[config.mk]
export PLATFORM = sky130hd
export DESIGN_NAME = powermod_par
export DESIGN_NICKNAME = d
export VERILOG_FILES = /design/src/rtl/powermod_par.sv
export SDC_FILE = /design/constraint.sdc
export NUM_CORES = 1
export LEC_CHECK = 0
export BUFFER_PORTS_ARGS = -buffer_cell sky130_fd_sc_hd__buf_2
export CORE_MARGIN = 2
export CORE_UTILIZATION = 40
export DETAILED_ROUTE_END_ITERATION = 16
export GPL_TIMING_DRIVEN = 0
export PLACE_DENSITY = 0.63
export SLEW_MARGIN = 20
export SYNTH_ARGS = -nofsm -noshare
export SYNTH_HDL_FRONTEND = slang
export SYNTH_SLANG_ARGS = --single-unit
[constraint.sdc]
create_clock -name clk -period 78.9 [get_ports clk]
set_input_delay 3.945 -clock clk [delete_from_list [all_inputs] [get_ports clk]]
set_output_delay 3.945 -clock clk [all_outputs]
set_load 0.01 [all_outputs]
[src/rtl/powermod_par.sv]
// Sequential modular exponentiator: res = (a^b) mod m, using right-to-left square-and-multiply.
// Optional macro POWERMOD_CHECK_EN enables the modulus-zero err flag; otherwise err is tied low.
module powermod_par #(
    parameter int W = 8
) (
    input  logic         clk,
    input  logic         rst_n,
    input  logic         ena,
    input  logic         start,
    input  logic [W-1:0] a,
    input  logic [W-1:0] b,
    input  logic [W-1:0] m,
    output logic [W-1:0] res,
    output logic         busy,
    output logic         rdy,
    output logic         err
);

    typedef enum logic [1:0] {IDLE, INIT, LOOP, DONE} state_t;

    state_t         state_q;
    logic [W-1:0]   a_q, b_q, m_q, acc_q, res_q;
    logic           busy_q, rdy_q;
    logic [2*W-1:0] m_ext;
    logic [W-1:0]   a_mod_d, sq_d, mul_d, one_d;

    // Modulus forced non-zero so the divider never sees 0; the m=0 path never uses these values.
    always_comb begin
        m_ext   = {{W{1'b0}}, (m_q == '0) ? {{(W-1){1'b0}}, 1'b1} : m_q};
        a_mod_d = W'({{W{1'b0}}, a_q} % m_ext);
        sq_d    = W'(({{W{1'b0}}, a_q} * {{W{1'b0}}, a_q}) % m_ext);
        mul_d   = W'(({{W{1'b0}}, acc_q} * {{W{1'b0}}, a_q}) % m_ext);
        one_d   = (m_q == {{(W-1){1'b0}}, 1'b1}) ? '0 : {{(W-1){1'b0}}, 1'b1};
    end

`ifdef POWERMOD_CHECK_EN
    logic err_q;
    assign err = err_q;
`else
    assign err = 1'b0;
`endif

    always_ff @(posedge clk or negedge rst_n) begin
        if (!rst_n) begin
            state_q <= IDLE;
            a_q     <= '0;
            b_q     <= '0;
            m_q     <= '0;
            acc_q   <= '0;
            res_q   <= '0;
            busy_q  <= 1'b0;
            rdy_q   <= 1'b0;
`ifdef POWERMOD_CHECK_EN
            err_q   <= 1'b0;
`endif
        end else if (ena) begin
            case (state_q)
                IDLE: begin
                    if (start) begin
                        a_q     <= a;
                        b_q     <= b;
                        m_q     <= m;
                        busy_q  <= 1'b1;
                        state_q <= INIT;
                    end
                end
                INIT: begin
`ifdef POWERMOD_CHECK_EN
                    err_q <= (m_q == '0);
`endif
                    if (m_q == '0) begin
                        res_q   <= '0;
                        rdy_q   <= 1'b1;
                        state_q <= DONE;
                    end else begin
                        a_q     <= a_mod_d;
                        acc_q   <= one_d;
                        state_q <= LOOP;
                    end
                end
                LOOP: begin
                    if (b_q != '0) begin
                        if (b_q[0]) acc_q <= mul_d;
                        a_q <= sq_d;
                        b_q <= b_q >> 1;
                    end else begin
                        // Result is published only on completion so res holds the previous answer meanwhile.
                        res_q   <= acc_q;
                        rdy_q   <= 1'b1;
                        state_q <= DONE;
                    end
                end
                DONE: begin
                    rdy_q   <= 1'b0;
                    busy_q  <= 1'b0;
                    state_q <= IDLE;
                end
                default: state_q <= IDLE;
            endcase
        end
    end

    assign res  = res_q;
    assign busy = busy_q;
    assign rdy  = rdy_q;

endmodule

Word-level counts from Yosys, hierarchy flattened
Index checks and enable logic that the tools add are counted.

Multiply operators: 2. Divide/modulo/power cells: 3. Equality and inequality tests: 10. Muxes and demuxes: 25. Reduce and logical (&&, ||, !) cells: 16.

Operators by type and width (number): two-way mux 8 bit (11); one-hot mux 8 bit (2 select lines) (3); modulo 16 x 8 -> 16 bit (2); multiplier 8 x 8 -> 16 bit (2); one-hot mux 8 bit (3 select lines) (1); modulo 8 x 8 -> 16 bit (1); != test 2 bit, second input constant (6); AND reduction 4 bit (3); AND reduction 5 bit (2); AND reduction 3 bit (3); == test 8 x 1 -> 1 bit, second input constant (1); logical NOT 8 bit (1); one-hot mux 2 bit (4 select lines) (1); nonzero test 8 bit (1); nonzero test 2 bit (3); nonzero test 3 bit (2); two-way mux 1 bit (5); == test 2 bit, second input constant (2); two-way mux 2 bit (2); one-hot mux 1 bit (3 select lines) (1); == test 2 x 1 -> 1 bit, second input constant (1); logical NOT 2 bit (1); one-hot mux 1 bit (2 select lines) (1).

Flip-flop bits (word level): 44. Output and inout port bits: 11.

Depth between registers and ports, before layout
Word-level depth: 6. Depth in mapped cells: 177. Depth with buffers taken out: 167.

Least setup slack after synthesis
Ideal clock, no wire load.

Path kind: reg2reg. Start: reg a_q[7]. End: reg a_q[7]. Setup time: 0.092 ns. Data arrival time: 34.281 ns. Slack: 44.527 ns. Stages on the path, launching flop included: 167. Path buffers: 9. Clock period less this slack: 34.373 ns. Cells stage by stage: dfrtp_1 > clkbuf_1 > clkbuf_1 > nand2_1 > fa_1 > inv_1 > fa_1 > fa_1 > inv_1 > fa_1 > inv_1 > ha_1 > o21ai_0 > nand2b_1 > a31o_2 > a211oi_1 > nor2b_1 > xnor2_1 > (+131 left out) > and3_1 > nor4bb_1 > o211a_1 > clkbuf_1 > mux2i_1 > fa_1 > a21o_1 > a21o_1 > a21o_1 > a21oi_1 > o21ai_0 > a21o_1 > a21oi_1 > nand3_1 > nor4_2 > nand4_2 > mux2_2 > o31ai_2.

Longest elaborated chain between the ends: 4. Elaborated cells on any way between the ends: 6. Those cells by class: mul: 1; div: 2; mux: 3.

Ends and longest elaborated chain: from (decl) (line 22) `logic [W-1:0] a_q, b_q, m_q, acc_q, res_q;`; from (signal assigned) (line 76) `a_q <= a_mod_d;`; from (signal assigned) (line 84) `a_q <= sq_d;`; multiplier 8 x 8 -> 16 bit (line 31) `sq_d = W'(({{W{1'b0}}, a_q} * {{W{1'b0}}, a_q}) % m_ext);`; modulo 16 x 8 -> 16 bit (line 31); two-way mux 8 bit (line 82) `if (b_q != '0) begin`; one-hot mux 8 bit (3 select lines) (*) (line 57) `case (state_q)`.

Mark *: on every way between the ends. The rest lies on a longest branch, timed or not. The select of a mux whose other input is x is not followed. A chain may end at the register's enable or synchronous reset.

Worst setup path in the final report
Ends and elaborated chain as after synthesis.

==> results_dict.tcl <==
set metrics [dict create \
    ioPinCount 39 \
    status "completed" \
    final_common_cell "ha_1" \
    avgSynthCellArea_sq_um 7.74 \
    finalCritPeriodShare_pct 50.7 \
    routabilityCongestion 0.869 \
    maxSlewHeadroom_pct 34.1 \
    grt_util_met3_pct 1.41 \
    cp.arrival_ns 40.23 \
    drt_iter0_markers 954 \
    cts.clk_slew.worst_paths_ns 0.08 \
    start_util_pct 40.7 \
    cts.hold.buffers_added 0 \
    synth_enable_flop_cells 0 \
    setup_viol 0 \
    fmax_mhz 25.0 \
    synth_cell_types 109 \
    grt_first_pass_wirelength_mm 75.4 \
    cts_tree "done" \
    cp-end-kind "flip-flop" \
    final_area_sq_um 17800 \
    fin_crit_ns 40.01 \
    min_path_type "reg -> reg" \
    cpPeakStageDelay_ns 0.66 \
    final_core_util_pct 43.2 \
    dpl.hpwl_mm 35.4 \
    synth_top_cell_area_share_pct 20.3 \
    fp.dieH_microns 209 \
    clock_path_buffers 2 \
    post_dp_cell_area_sq_um 17600 \
    die_w_microns 209 \
    hold_violations 0 \
    crit_path_frequent_cell "o21a_1" \
    finalNetCount 2571 \
    ys_warn_count 0 \
    met2_usage_pct 37.6 \
    grtUsageTotal_pct 20.3 \
    vias 15900 \
    ctsHtreeMaxLevel 2 \
    die_area_sq_um 43500 \
    cts.repair.resized 0 \
    firstDrtPassIters 5 \
    remaining_drc_errors 0 \
    areaGrowthSynthToFinish_pct 6.12 \
    worst_skew_pair.late_latency_ns 0.31 \
    layout_common_cells "ha_1, nand2_1, nor2_1, inv_1, o21a_1" \
    skew_ns 0.0120 \
    met1_usage_pct 25.8 \
    ys_seq_elements 44 \
    whs_ns 0.488 \
    core_region_area_sq_um 41100 \
    numCtsBuffers 5 \
    worst_pin_slew_ns 0.987 \
    finalSetupTns_ns 0 \
    critical_path.max_fanout 10 \
    viasPerCell 5.82 \
    port_buffers 36 \
    synth_cells 2165 \
    postCtsSetupRepairBufs 0 \
    rows 74 \
    syn_area_sq_um 16700 \
    antenna_found_initial 4 \
    synth_top_cell_by_area "ha_1" \
    grt-busiest-layer "met2" \
    grt_max_degree 45 \
    gr-total-overflow 0 \
    synthArstFlopShare_pct 100 \
    cts_root_buf "clkbuf_16" \
    cp.required_ns 79.13 \
    clock_sinks 44 \
    worst-setup-path-type "reg -> reg" \
    drive_above_1_share_pct 8.10 \
    grt_pass1_vias 15700 \
    rsz0062_at_grt "false" \
    wl_mm 44.0 \
    drv_slew 0 \
    synth.area.top_cells "ha_1, fa_1, dfrtp_1" \
    synth_nets 2528 \
    ys.flop_type "dfrtp_1" \
    ant_nets 0 \
    drv_cap 0 \
    avgRoutedWirePerCell_microns 16.0 \
    slowest_stage "o41ai_1" \
    start_kind "flip-flop" \
    synth-seq-area-share_pct 6.57 \
]
## area by class of cell
type                    instances  area [sq um]
multi-input cells            1924         14900
inverters                     142           533
repair buffers                 36           183
clock buffers                   5           125
plain buffers                  55           249
flip-flops and latches         44          1100
diodes                          1          2.50
well taps                     532           666
clock inverters                 3          47.5
fillers                      4203         23300
## worst max-delay path: cells and delay by family, from the launching register on
family          cells  cell delay, ns
buf+inv            14            3.39
mux                 5            1.81
fa+ha+maj          21            7.59
simple gates       36            6.72
flops               1            0.32
xor+xnor            1            0.12
compound gates     88           19.87
## through the flow
| step | setup WS (ns) | cells |
|---|---|---|
| floorplan | 44.53 | 2165 |
| global placement | 39.96 | 2733 |
| detailed placement | 39.37 | 2733 |
| CTS | 39.25 | 2741 |
| global route | 35.71 | 2742 |
| finish | 38.89 | 2742 |
## cell families after synthesis
group / share of synthesized area [%]
other: 0.0224
adder cells (fa/ha/maj): 28.1
buffers and inverters: 4.67
AO/OA/AOI/OAI: 26.6
XOR/XNOR: 4.59
flip-flops: 6.57
AND/OR/NAND/NOR: 22.8
multiplexers: 6.66
## per-layer routing
metal	vias up	wire length (microns)	part of all wire [%]
li1	8069	-	-
met1	7611	20100	46
met2	214	21900	50
met3	45	1290	2.9
met4	6	605	1.4
met5	-	37	0.084
## registers in the layout, indices dropped and copies added, names as in the netlist, named ones only
| signal | flops |
|---|---|
| m_q | 8 |
| state_q | 2 |
| busy | 1 |
| acc_q | 8 |
| res | 8 |
| b_q | 8 |
| a_q | 7 |
| rdy | 1 |
## synth_stat cells, types with 25 or more instances
master,n
nor2_1,185
nor2b_1,25
nand3_1,26
mux2_2,55
a21o_1,53
inv_1,141
a21oi_1,115
dfrtp_1,44
fa_1,63
o21a_1,120
ha_1,272
mux2i_1,42
and2_1,82
clkbuf_1,37
o21ai_0,104
nor3_1,105
o31ai_1,45
nand2b_1,27
nand2_1,189
xor2_1,37
xnor2_1,49
## path summary, 6_finish.rpt
path,cells after the start,start,endpoint,slack (ns)
min in group asynchronous,1,rst_n,m_q[5],3.62
worst min-delay path,2,res[6],res[6],0.49
max in group asynchronous,1,rst_n,b_q[0],74.81
worst max-delay path,165,a_q[7],a_q[7],38.89
worst max register to register,165,a_q[7],a_q[7],38.89
worst min register to register,2,res[6],res[6],0.49
Power is not shown: default switching activity piles up to over one toggle a cycle in this logic, so the estimate is an artifact.
